**src/rtl/i2s_pkg.sv**
```systemverilog
// Shared constants and parameter legality checks for the I2S/TDM receiver.
// Ports: none (package).
package i2s_pkg;

  localparam int DEF_SLOT_BITS   = 32;
  localparam int DEF_SAMPLE_BITS = 24;
  localparam int DEF_CHANNELS    = 2;
  localparam int DEF_FIFO_DEPTH  = 4;

  function automatic bit slot_bits_ok(input int slot_bits);
    return (slot_bits >= 16) && (slot_bits <= 32);
  endfunction

  function automatic bit sample_bits_ok(input int sample_bits, input int slot_bits);
    return (sample_bits >= 8) && (sample_bits <= slot_bits);
  endfunction

  function automatic bit channels_ok(input int channels);
    return (channels == 2) || (channels == 4) || (channels == 8);
  endfunction

  function automatic bit fifo_depth_ok(input int depth);
    return (depth >= 2) && ((depth & (depth - 1)) == 0);
  endfunction

endpackage

```
**src/rtl/i2s_rx_fifo.sv**
```systemverilog
// Synchronous sample FIFO with a valid/ready read side.
// Ports:
//   clk_in, rstn          clock, async active-low reset
//   push, push_data       write request and entry (written only if space or same-cycle pop)
//   full                  all DEPTH entries occupied
//   m_valid, m_ready      read handshake; an entry is popped when both are high
//   m_data                head entry (zero while empty)
module i2s_rx_fifo #(
  parameter int WIDTH = 8,
  parameter int DEPTH = 4
) (
  input  logic             clk_in,
  input  logic             rstn,
  input  logic             push,
  input  logic [WIDTH-1:0] push_data,
  output logic             full,
  output logic             m_valid,
  input  logic             m_ready,
  output logic [WIDTH-1:0] m_data
);

  localparam int AW = $clog2(DEPTH);

  logic [AW-1:0]    wr_q, wr_d;
  logic [AW-1:0]    rd_q, rd_d;
  logic [AW:0]      cnt_q, cnt_d;
  logic [WIDTH-1:0] mem_q [DEPTH];
  logic             pop;
  logic             wr_en;

  assign m_valid = (cnt_q != '0);
  assign full    = (cnt_q == (AW+1)'(DEPTH));
  assign pop     = m_valid & m_ready;
  // A pop in the same cycle frees the slot, so a push into a full FIFO still lands.
  assign wr_en   = push & (~full | pop);
  assign m_data  = m_valid ? mem_q[rd_q] : '0;

  always_comb begin
    wr_d  = wr_q;
    rd_d  = rd_q;
    cnt_d = cnt_q;
    if (wr_en) wr_d = wr_q + AW'(1);
    if (pop)   rd_d = rd_q + AW'(1);
    case ({wr_en, pop})
      2'b10:   cnt_d = cnt_q + (AW+1)'(1);
      2'b01:   cnt_d = cnt_q - (AW+1)'(1);
      default: cnt_d = cnt_q;
    endcase
  end

  always_ff @(posedge clk_in or negedge rstn) begin
    if (!rstn) begin
      wr_q  <= '0;
      rd_q  <= '0;
      cnt_q <= '0;
    end else begin
      wr_q  <= wr_d;
      rd_q  <= rd_d;
      cnt_q <= cnt_d;
    end
  end

  // Storage carries no reset; m_data is gated by m_valid so stale words never show.
  always_ff @(posedge clk_in) begin
    if (wr_en) mem_q[wr_q] <= push_data;
  end

endmodule

```
**src/rtl/i2s_rx_tdm.sv**
```systemverilog
// I2S / TDM serial audio receiver (bit-clock master for word select).
// Deserialises SLOT_BITS-wide slots, keeps the top SAMPLE_BITS of each and
// queues {sample, slot} in a small FIFO read through a valid/ready port.
// Optional feature macro: I2S_RX_STATS_EN adds the drop_count output.
// Ports:
//   clk_in, rstn           bit clock, async active-low reset
//   enable                 run receiver; low holds the frame at its start
//   i2s_mclk               copy of clk_in
//   i2s_ws                 word select (2 ch) or one-bit frame sync (4/8 ch)
//   i2s_sd                 serial data, MSB first, one-bit delay
//   m_data, m_chan         sample and its slot index
//   m_valid, m_ready       output handshake
//   overflow, clr_ovf      sticky drop flag and its clear
//   drop_count             (I2S_RX_STATS_EN only) saturating drop counter
module i2s_rx_tdm
  import i2s_pkg::*;
#(
  parameter int SLOT_BITS   = DEF_SLOT_BITS,
  parameter int SAMPLE_BITS = DEF_SAMPLE_BITS,
  parameter int CHANNELS    = DEF_CHANNELS,
  parameter int FIFO_DEPTH  = DEF_FIFO_DEPTH
) (
  input  logic                        clk_in,
  input  logic                        rstn,
  input  logic                        enable,
  output logic                        i2s_mclk,
  output logic                        i2s_ws,
  input  logic                        i2s_sd,
  output logic [SAMPLE_BITS-1:0]      m_data,
  output logic [$clog2(CHANNELS)-1:0] m_chan,
  output logic                        m_valid,
  input  logic                        m_ready,
  output logic                        overflow,
  input  logic                        clr_ovf
`ifdef I2S_RX_STATS_EN
  ,output logic [15:0]                drop_count
`endif
);

  localparam int CHAN_W  = $clog2(CHANNELS);
  localparam int POS_W   = $clog2(SLOT_BITS);
  localparam int ENTRY_W = SAMPLE_BITS + CHAN_W;

  if (!slot_bits_ok(SLOT_BITS)) begin : g_bad_slot_bits
    $error("i2s_rx_tdm: SLOT_BITS must be 16..32");
  end
  if (!sample_bits_ok(SAMPLE_BITS, SLOT_BITS)) begin : g_bad_sample_bits
    $error("i2s_rx_tdm: SAMPLE_BITS must be 8..SLOT_BITS");
  end
  if (!channels_ok(CHANNELS)) begin : g_bad_channels
    $error("i2s_rx_tdm: CHANNELS must be 2, 4 or 8");
  end
  if (!fifo_depth_ok(FIFO_DEPTH)) begin : g_bad_depth
    $error("i2s_rx_tdm: FIFO_DEPTH must be a power of 2, >= 2");
  end

  // Frame count c is held as (slot_q, pos_q): c = slot_q*SLOT_BITS + pos_q.
  // CHANNELS is a power of two, so slot_q wraps on its own.
  logic [POS_W-1:0]     pos_q, pos_d;
  logic [CHAN_W-1:0]    slot_q, slot_d;
  logic [SLOT_BITS-2:0] sr_q, sr_d;
  logic                 first_q, first_d;
  logic                 overflow_q, overflow_d;

  logic [SLOT_BITS-1:0] slot_word;
  logic [CHAN_W-1:0]    done_slot;
  logic                 push;
  logic [ENTRY_W-1:0]   push_data;
  logic [ENTRY_W-1:0]   fifo_data;
  logic                 fifo_full;
  logic                 drop;
  logic                 ws_raw;

  // The bit arriving on this edge closes the slot when pos_q wraps to 0, so
  // the full slot word is the shift register plus the live input bit.
  assign slot_word = {sr_q, i2s_sd};
  assign done_slot = slot_q - CHAN_W'(1);
  assign push_data = {slot_word[SLOT_BITS-1 -: SAMPLE_BITS], done_slot};

  always_comb begin
    pos_d   = pos_q;
    slot_d  = slot_q;
    sr_d    = sr_q;
    first_d = first_q;
    push    = 1'b0;
    if (!enable) begin
      pos_d   = '0;
      slot_d  = '0;
      sr_d    = '0;
      first_d = 1'b1;
    end else begin
      sr_d = slot_word[SLOT_BITS-2:0];
      if (pos_q == POS_W'(SLOT_BITS - 1)) begin
        pos_d  = '0;
        slot_d = slot_q + CHAN_W'(1);
      end else begin
        pos_d = pos_q + POS_W'(1);
      end
      if (pos_q == '0) begin
        // The first c==0 edge after start closes a slot that was never fully heard.
        push = !(first_q && (slot_q == '0));
        if (slot_q == '0) first_d = 1'b0;
      end
    end
  end

  always_comb begin
    ws_raw = 1'b0;
    if (CHANNELS == 2) ws_raw = (slot_q != '0);
    else               ws_raw = (slot_q == CHAN_W'(CHANNELS - 1)) &&
                                (pos_q == POS_W'(SLOT_BITS - 1));
  end

  assign i2s_ws   = enable & ws_raw;
  assign i2s_mclk = clk_in;

  assign drop = push & fifo_full & ~(m_valid & m_ready);

  always_comb begin
    overflow_d = overflow_q;
    if (drop)         overflow_d = 1'b1;
    else if (clr_ovf) overflow_d = 1'b0;
  end

  always_ff @(posedge clk_in or negedge rstn) begin
    if (!rstn) begin
      pos_q      <= '0;
      slot_q     <= '0;
      sr_q       <= '0;
      first_q    <= 1'b1;
      overflow_q <= 1'b0;
    end else begin
      pos_q      <= pos_d;
      slot_q     <= slot_d;
      sr_q       <= sr_d;
      first_q    <= first_d;
      overflow_q <= overflow_d;
    end
  end

  assign overflow = overflow_q;

  i2s_rx_fifo #(
    .WIDTH (ENTRY_W),
    .DEPTH (FIFO_DEPTH)
  ) u_fifo (
    .clk_in    (clk_in),
    .rstn      (rstn),
    .push      (push),
    .push_data (push_data),
    .full      (fifo_full),
    .m_valid   (m_valid),
    .m_ready   (m_ready),
    .m_data    (fifo_data)
  );

  assign m_data = fifo_data[ENTRY_W-1 -: SAMPLE_BITS];
  assign m_chan = fifo_data[CHAN_W-1:0];

`ifdef I2S_RX_STATS_EN
  logic [15:0] drop_count_q, drop_count_d;

  // A drop coinciding with a clear restarts the count at one.
  always_comb begin
    drop_count_d = drop_count_q;
    if (drop) begin
      if (clr_ovf)                     drop_count_d = 16'd1;
      else if (drop_count_q != 16'hFFFF) drop_count_d = drop_count_q + 16'd1;
    end else if (clr_ovf) begin
      drop_count_d = '0;
    end
  end

  always_ff @(posedge clk_in or negedge rstn) begin
    if (!rstn) drop_count_q <= '0;
    else       drop_count_q <= drop_count_d;
  end

  assign drop_count = drop_count_q;
`endif

endmodule

```
**config.mk**
```make
export PLATFORM = sky130hd
export DESIGN_NAME = i2s_rx_tdm
export DESIGN_NICKNAME = d
export VERILOG_FILES = /design/src/rtl/i2s_pkg.sv /design/src/rtl/i2s_rx_fifo.sv /design/src/rtl/i2s_rx_tdm.sv
export SDC_FILE = /design/constraint.sdc
export NUM_CORES = 1
export LEC_CHECK = 0
export CAP_MARGIN = 20
export CORE_ASPECT_RATIO = 1.2
export CORE_MARGIN = 8
export CORE_UTILIZATION = 58
export DETAILED_ROUTE_END_ITERATION = 8
export PLACE_DENSITY = 0.78
export SETUP_SLACK_MARGIN = 0.02
export SKIP_CTS_REPAIR_TIMING = 1
export SLEW_MARGIN = 0
export SYNTH_ARGS = -nofsm -noshare
export SYNTH_HDL_FRONTEND = slang
export SYNTH_HIERARCHICAL = 1
export SYNTH_SLANG_ARGS = --single-unit
export TNS_END_PERCENT = 5
```
**constraint.sdc**
```tcl
create_clock -name clk_in -period 3.18 [get_ports clk_in]
set_input_delay 0.954 -clock clk_in [delete_from_list [all_inputs] [get_ports clk_in]]
set_output_delay 0.954 -clock clk_in [all_outputs]
set_load 0.01 [all_outputs]
```
-- Word level (Yosys, flattened, before mapping)
Memory sizes are Yosys's and may differ from the RTL's.
Index checks and enable logic that the tools add are counted.
- add/subtract/negate cells: 7
- eq/ne operators: 7
- multiplexer cells: 16
- bitwise logic cells: 9
- reductions and logical operators: 7
- operators with widths (cell ; number):
    31-bit two-way mux ; 1
    25-bit two-way mux ; 1
    1-bit two-way mux ; 11
    5-bit two-way mux ; 2
    3-bit case mux with 2 select lines ; 1
    5-bit by 1-bit adder with 5-bit output (second input constant) ; 1
    1-bit AND ; 5
    5-bit == test (second input constant) ; 1
    5-bit logical NOT ; 1
    2-bit by 1-bit adder with 2-bit output (second input constant) ; 2
    2-bit by 1-bit != test with 1-bit output (second input constant) ; 2
    2-bit nonzero test ; 2
    3-bit by 1-bit adder with 3-bit output (second input constant) ; 1
    3-bit == test (second input constant) ; 1
    1-bit NOT ; 3
    3-bit nonzero test ; 1
    3-bit by 1-bit subtractor with 3-bit output (second input constant) ; 1
    2-bit by 1-bit == test with 1-bit output (second input constant) ; 1
    2-bit == test (second input constant) ; 1
    2-bit != test (second input constant) ; 1
    2-bit AND reduction ; 1
    1-bit adder (second input constant) ; 1
    1-bit logical AND ; 1
    1-bit logical NOT ; 1
    2 further kinds ; 2
- register bits: 46
- memory bits (writable): 100
- input port bits: 6
- logic and storage cells: 55
- memories kept: 1
- memories (name ; words ; width ; rd ports ; clocked after memory_dff ; wr ports ; RTL line ; RTL):
    u_fifo.mem_q ; 4 ; 25 ; 1 ; 0 ; 1 ; i2s_rx_fifo.sv:27 ; logic [WIDTH-1:0] mem_q [DEPTH];

-- Depth between registers and ports, before layout
- depth in word-level cells: 8
- gate-level depth with buffers: 10
- depth with buffers taken out: 9

-- Hierarchy
Netlist, hierarchy kept.
- by module, submodules not included (module ; instances ; cells each ; area an instance (um2)):
    i2s_rx_fifo ; 1 ; 211 ; 4290.4
    i2s_rx_tdm ; 1 ; 102 ; 1380.1

==> results.py <==
metrics = {
    "outcome": {
        "status": "finished clean",
    },
    "yosys": {
        "synth-main-ff-cell": "edfxtp_1",
        "synth_edf_count": 100,
        "yosysWarnings": 6,
        "synthCells": 313,
        "syn_nets": 327,
        "avgSynthCellArea_um2": 18.12,
        "synth.cell_area_um2": 5670,
        "async_reset_ff_share_pct": 31.51,
        "synth_seq_cells": 146,
        "yosysSeqAreaShare_pct": 73.28,
        "synth_cell_type_count": 38,
    },
    "timing": {
        "finalHoldViolations": 0,
        "setup_tns_ps": 0,
        "slew_headroom_pct": 65.73,
        "drv_slew": 0,
        "worst_pin_slew_ps": 514.1,
        "fin_ws_ps": 160.2,
        "rsz0062_at_grt": "no",
        "period_share_pct": 94.96,
        "skew_ps": 6.467,
        "hold_ws_ps": 405.5,
        "period_minus_slack_ps": 3020,
        "fmax_mhz": 331.1,
        "setup-violations-final": 0,
    },
    "placement": {
        "finalWeightedCongestion": 0.7077,
        "io_buffers": 34,
        "place_ws_ps": 75.00,
        "place_hpwl_um": 5812,
    },
    "final_layout": {
        "area_growth_pct": 23.52,
        "layout_commonest_cell": "edfxtp_1",
        "fill_cells": 559,
        "fin_nets": 383,
        "drive_gt1_share_pct": 23.04,
        "n_antenna_cell": 0,
        "fin_util_pct": 73.61,
        "final_cell_mix": "100 x edfxtp_1, 59 x and2_1, 44 x dfrtp_1",
    },
    "drt": {
        "ant_nets": 0,
        "route.detailed.wl_per_inst_um": 20.26,
        "wirelength_um": 10230,
        "drt_iter0_drc": 131,
        "dr_total_vias": 2806,
        "dr.pass1.iters": 5,
        "via_per_inst": 5.556,
        "drcViolationCount": 0,
    },
    "floorplanning": {
        "die_w_um": 106.3,
        "die_y_um": 124.3,
        "coreArea_um2": 9515,
        "die-area_um2": 13210,
        "placementRows": 39,
        "ios": 35,
        "start_util_pct": 59.59,
    },
    "power": {
        "power_w": 0.006074,
        "vdd_drop_max_mv": 0.7769,
        "power.density_nw_per_um2": 867.3,
        "p_leak_nw": 2.999,
    },
    "global_routing": {
        "grt_pass1_vias": 3126,
        "grt_pass1_wl_um": 16160,
        "grt_overflow": 0,
        "antenna_found_initial": 0,
        "grtUsageTotal_pct": 16.53,
        "grt_max_degree": 35,
    },
    "critical_path": {
        "end_kind": "primary output",
        "startpoint_type": "flip-flop",
        "slowest_stage": "clkdlybuf4s50_1",
        "ff2ff_path_depth": 8,
        "reg2reg_setup_slack_ps": 620,
        "r2r_start": "u_fifo/cnt_q[0]$_DFFE_PN0P_",
        "reg2reg_to": "u_fifo/cnt_q[2]$_DFFE_PN0P_",
        "critPathKind": "reg2out",
        "crit_arrival_ps": 2070,
        "critPathMaxFanout": 11,
        "crit_chain": "or3_1 > buf_4 > clkdlybuf4s50_1",
        "slowest_delay_ps": 490,
        "cp.required_ps": 2230,
    },
    "cts": {
        "cts_tree": "built",
        "insertion_delay_ps": 520,
        "path_clk_slew_ps": 50,
    },
    "worst_hold_path": {
        "worst_hold_path_type": "in2async",
    },
    "run": {
        "cap_viol_max_count": 0,
    },
}
-- cell type report --
cell class                 count  area [um^2]  area share (%)
clock buffer                  26        574.3           8.199
clock inverter                10        107.6           1.536
inverter                      10        37.54          0.5359
multi-input combinational    142         1404           20.04
sequential                   146         4156           59.34
tap                          123        153.9           2.197
timing repair buffer          48        570.5           8.146
-- synthesized netlist by cell type, types with 3 or more instances --
master    number  area, um^2
xor2_1         4       35.03
nand3_1        3       15.01
nor2_1         6       22.52
mux4_2        25       563.0
and2_1        59       369.1
xnor2_1        4       35.03
and2_2         4       30.03
clkbuf_1       9       33.78
buf_4          4       30.03
dfrtp_1       45        1126
inv_1         10       37.54
edfxtp_1     100        3003
ha_1           7       87.58
nand2_1        4       15.01
-- state kept, by name, summed over array words and instances (netlist names) --
signal and flops:
first_q 1, overflow 1, pos_q 5, slot_q 1, sr_q 31, u_fifo/cnt_q 3
u_fifo/mem_q 100, u_fifo/rd_q 2, u_fifo/wr_q 2
-- through the flow --
stage / instances / area (um^2)
after global placement: 469 / 6241
after global routing: 505 / 7004
after CTS: 504 / 6898
final: 505 / 7004
after detailed placement: 469 / 6241
after floorplan: 313 / 5670
-- kinds of logic after synthesis --
group                    after synthesis  share of synthesized area, %
AO/OA/AOI/OAI                         12                         1.809
XOR/XNOR                               8                         1.236
adder cells (fa/ha/maj)                8                         1.898
buffers and inverters                 25                         1.964
flip-flops                           146                         73.28
multiplexers                          26                         10.19
AND/OR/NAND/NOR                       88                         9.620
-- worst max path at each step --
stage	startpoint	to	slack [ps]	cells after the start
after floorplan	m_ready	u_fifo/cnt_q[2]$_DFFE_PN0P_	510	7
after detailed placement	enable	i2s_ws	70	3
after CTS	u_fifo/rd_q[0]$_DFFE_PN0N_	m_data[22]	-190	4
after global routing	u_fifo/cnt_q[0]$_DFFE_PN0P_	m_valid	100	3
after global placement	enable	i2s_ws	90	3
final	u_fifo/cnt_q[0]$_DFFE_PN0P_	m_valid	160	3
-- worst max-delay path, delay by kind of cell, from the launching register on --
kind / cells / cell delay (ps)
flops: 1 / 440
buf+inv: 2 / 680
simple gates: 1 / 420
-- power breakdown --
group	switching (W)	internal, W	total, W
clock	0.000770	0.00142	0.00219
sequential	0.0000762	0.00212	0.00220
combinational	0.000735	0.000946	0.00168
-- routing by layer --
layer / up-vias / share of wire, % / global-route usage [%]
met1: 1454 / 40 / 18.05
met3: 25 / 3.5 / 4.917
met2: 61 / 53 / 27.65
li1: 1266 / - / -
met4: 0 / 3.2 / 9.959
met5: - / 0 / 0
No activity file was read; power rests on OpenSTA's default activity.
